--- src/rtl/lod_16b_lut.sv ---
// 16-bit leading-one detector: flat priority lookup giving the leading-zero count
// and a valid flag combinationally, plus a one-cycle registered copy of both.
module lod_16b_lut (
  input  logic        clk,
  input  logic        rst_n,
  input  logic [15:0] in,
  output logic [3:0]  out,
  output logic        vld,
  output logic [3:0]  out_q,
  output logic        vld_q
);

  // The first matching row wins, so all bits below the leading one are don't-care.
  // An all-zero word falls through to the default row: count 0 with vld low.
  // This matches a recursive 2-way leading-one tree, which also reports 0 for no set bit.
  always_comb begin
    out = 4'd0;
    vld = 1'b1;
    casez (in)
      16'b1???????????????: out = 4'd0;
      16'b01??????????????: out = 4'd1;
      16'b001?????????????: out = 4'd2;
      16'b0001????????????: out = 4'd3;
      16'b00001???????????: out = 4'd4;
      16'b000001??????????: out = 4'd5;
      16'b0000001?????????: out = 4'd6;
      16'b00000001????????: out = 4'd7;
      16'b000000001???????: out = 4'd8;
      16'b0000000001??????: out = 4'd9;
      16'b00000000001?????: out = 4'd10;
      16'b000000000001????: out = 4'd11;
      16'b0000000000001???: out = 4'd12;
      16'b00000000000001??: out = 4'd13;
      16'b000000000000001?: out = 4'd14;
      16'b0000000000000001: out = 4'd15;
      default: begin
        out = 4'd0;
        vld = 1'b0;
      end
    endcase
  end

  // The registered copy loads every cycle; there is no enable or handshake.
  always_ff @(posedge clk or negedge rst_n) begin
    if (!rst_n) begin
      out_q <= 4'd0;
      vld_q <= 1'b0;
    end else begin
      out_q <= out;
      vld_q <= vld;
    end
  end

endmodule

--- config.mk ---
export PLATFORM = sky130hd
export DESIGN_NAME = lod_16b_lut
export DESIGN_NICKNAME = d
export VERILOG_FILES = /design/src/rtl/lod_16b_lut.sv
export SDC_FILE = /design/constraint.sdc
export NUM_CORES = 1
export LEC_CHECK = 0
export CAP_MARGIN = 10
export CELL_PAD_IN_SITES_DETAIL_PLACEMENT = 0
export CELL_PAD_IN_SITES_GLOBAL_PLACEMENT = 1
export CORE_UTILIZATION = 25
export CTS_BUF_LIST = sky130_fd_sc_hd__clkbuf_8
export DETAILED_ROUTE_END_ITERATION = 6
export DONT_BUFFER_PORTS = 1
export GPL_TIMING_DRIVEN = 0
export PLACE_DENSITY = 0.55
export SYNTH_ARGS = -nofsm -noshare
export SYNTH_HDL_FRONTEND = slang
export SYNTH_SLANG_ARGS = --single-unit
--- constraint.sdc ---
create_clock -name clk -period 6 [get_ports clk]
set_clock_uncertainty 0.05 [all_clocks]
set_input_delay 1.8 -clock clk [delete_from_list [all_inputs] [get_ports clk]]
set_output_delay 1.8 -clock clk [all_outputs]
set_load 0.005 [all_outputs]
==> impl_metrics.py <==
metrics = {
    "drt": {
        "drt_iter0_markers": 5,
        "ant_nets": 0,
        "viasPerCell": 5.74,
        "postRouteWirelength_um": 826,
        "drtPass1Iterations": 3,
        "drc": 0,
        "vias": 310,
        "wire_per_inst_um": 15.3,
    },
    "floorplanning": {
        "rows": 12,
        "io_pins": 28,
        "die_w_um": 38.9,
        "die_area_mm2": 0.00151,
        "floorplan.initialDensity": 0.287,
        "die-height_um": 38.9,
        "core-area_mm2": 0.00119,
    },
    "worst_setup_path": {
        "cp.required_ns": 4.15,
        "cp-end-kind": "primary output",
        "path_class": "input pin to primary output",
        "critPathMaxFanout": 4,
        "cp.arrival_ns": 2.91,
        "critPathLaunchType": "input pin",
    },
    "global_route": {
        "grt.total_usage": 0.133,
        "grt_pass1_vias": 329,
        "grt_max_degree": 6,
        "grt_pass1_wl_mm": 1.31,
        "antenna_found_initial": 0,
        "grt.overflow.total": 0,
    },
    "clock_network": {
        "cts_root_buffer": "clkbuf_8",
        "cts-resized-gates": 0,
        "clk_pin_slew_ns": 0.03,
        "clockBufferDepth": 2,
        "tritoncts": "yes",
        "ctsHtreeMaxLevel": 1,
        "cts_sinks": 5,
        "cts_hold_buf": 0,
        "numCtsBuffers": 3,
        "postCtsSetupRepairBufs": 0,
    },
    "sta": {
        "fin_setup_tns_ns": 0,
        "fin_worst_hold_slack_ns": 1.23,
        "layout_min_cycle_time_ns": 4.76,
        "worstMarginPinSlew_ns": 0.423,
        "fmax_mhz": 210,
        "drv_slew": 0,
        "period_share": 0.793,
        "rsz0062_at_grt": "false",
        "relSlewSlack": 0.716,
        "hold_viol": 0,
        "final-setup-viol-count": 0,
    },
    "place": {
        "placed_cell_area_um2": 358,
        "portBuffers": 0,
        "dp_hpwl_um": 699,
        "gp_congestion": 0.674,
    },
    "yosys": {
        "ys.flop_type": "dfrtp_1",
        "netlist.area_leader.share": 0.368,
        "syn_area_um2": 340,
        "synth_common_cells": "dfrtp_1, nor2_1, nor2b_1, nor4_1",
        "synth_area_leaders": "dfrtp_1, nor2b_1, nor4_1, o311ai_2, nor2b_4",
        "synth_edf_count": 0,
        "async_reset_ff_frac": 1.00,
        "ys_warn_count": 0,
        "synth.most_common_cell": "dfrtp_1",
        "ys_seq_elements": 5,
        "synth_seq_area_share": 0.368,
        "synth.avg_cell_area_um2": 9.45,
        "synth_cells": 36,
        "synth.distinct_cells": 24,
        "yosys.area.top_type": "dfrtp_1",
        "synth_nets": 54,
    },
    "outcome": {
        "status": "completed",
    },
    "finish": {
        "regArea_um2": 125,
        "drive_gt1_frac": 0.200,
        "stdcell_area_um2": 403,
        "multi_input_area_um2": 211,
        "syn2layout_area_growth_pct": 18.4,
        "fin_nets": 59,
        "nFillCells": 125,
        "antenna_cells": 0,
    },
    "power_and_ir_drop": {
        "ir_drop_uv": 45.6,
        "leakage_nw": 0.143,
        "power_density_mw_per_mm2": 252,
    },
    "worst_hold_path": {
        "hp-class": "input pin to asynchronous set/reset pin",
    },
    "job": {
        "cap_violations": 0,
    },
}
flip-flops by register name (all words and copies together), names as in the netlist:
| name | count |
|---|---|
| out_q | 4 |
| vld_q | 1 |
cells in the final DEF, fill, tap and decap left out:
master / netlist / layout
o21bai_1: 1 / 1
or3_1: 1 / 1
or4_4: 1 / 1
nand3b_1: 1 / 1
nand2b_1: 1 / 1
dfrtp_1: 5 / 5
inv_1: 1 / 2
nor4_1: 3 / 3
or4_1: 1 / 1
clkbuf_8: 0 / 3
a311oi_1: 1 / 1
o21ai_0: 2 / 2
a31o_2: 1 / 1
nor2b_1: 3 / 3
o21a_1: 1 / 1
nand2_1: 1 / 1
nor3b_1: 1 / 1
nor3_1: 1 / 1
nor4b_1: 1 / 1
a21oi_1: 2 / 2
nor2_1: 3 / 3
nor2b_4: 1 / 1
o21ai_2: 1 / 1
o311ai_2: 1 / 1
a211oi_1: 1 / 1
critical path: stages:
cell,delay (ns)
or4_4,0.55
nor2b_4,0.16
o21ai_2,0.08
o311ai_2,0.31
per-stage QoR:
step                      utilization  cells  worst slack, ns  power (mW)
after global placement          0.302     50             1.24      0.0432
after floorplan                     -     36             1.34      0.0421
after CTS                       0.340     54             1.23       0.104
after detailed placement        0.302     50             1.23      0.0433
after global routing            0.340     54             1.20       0.109
final                           0.340     54             1.24       0.102
routing by layer:
layer	wire [µm]	track usage	vias up
met2	420	0.213	19
met3	101	0.0578	0
met5	0	0	-
met4	0	0.103	0
met1	304	0.133	144
li1	-	-	147
path summary, 6_finish.rpt:
check                      endpoint  startpoint  slack (ns)  depth (start not counted)
max in group asynchronous  out_q[1]       rst_n        4.60                          0
min                        out_q[3]       rst_n        1.23                          0
min in group clk              vld_q       in[4]        1.71                          2
max                          out[1]      in[13]        1.24                          4
final cells by class:
| cell class | count | share of cell area |
|---|---|---|
| inverter | 1 | 0.00932 |
| sequential | 5 | 0.311 |
| clock inverter | 1 | 0.00932 |
| clock buffer | 3 | 0.102 |
| tap | 14 | 0.0435 |
| multi-input combinational | 30 | 0.525 |
cells by family (layout without fill, tap and decap cells):
group                  count (synthesis)  after routing  share of synthesized area
buffers and inverters                  1              5                     0.0110
AO/OA/AOI/OAI                         11             11                      0.250
flip-flops                             5              5                      0.368
AND/OR/NAND/NOR                       19             19                      0.371
power by group:
part | leakage (nW) | total [mW] | internal, mW | switching [mW]
combinational | 0.0541 | 0.00729 | 0.00399 | 0.00329
clock | 0.0269 | 0.0587 | 0.0437 | 0.0150
sequential | 0.0621 | 0.0355 | 0.0350 | 0.000482
total | 0.143 | 0.102 | 0.0827 | 0.0188
Note: power is estimated with default switching activity, not from simulation.
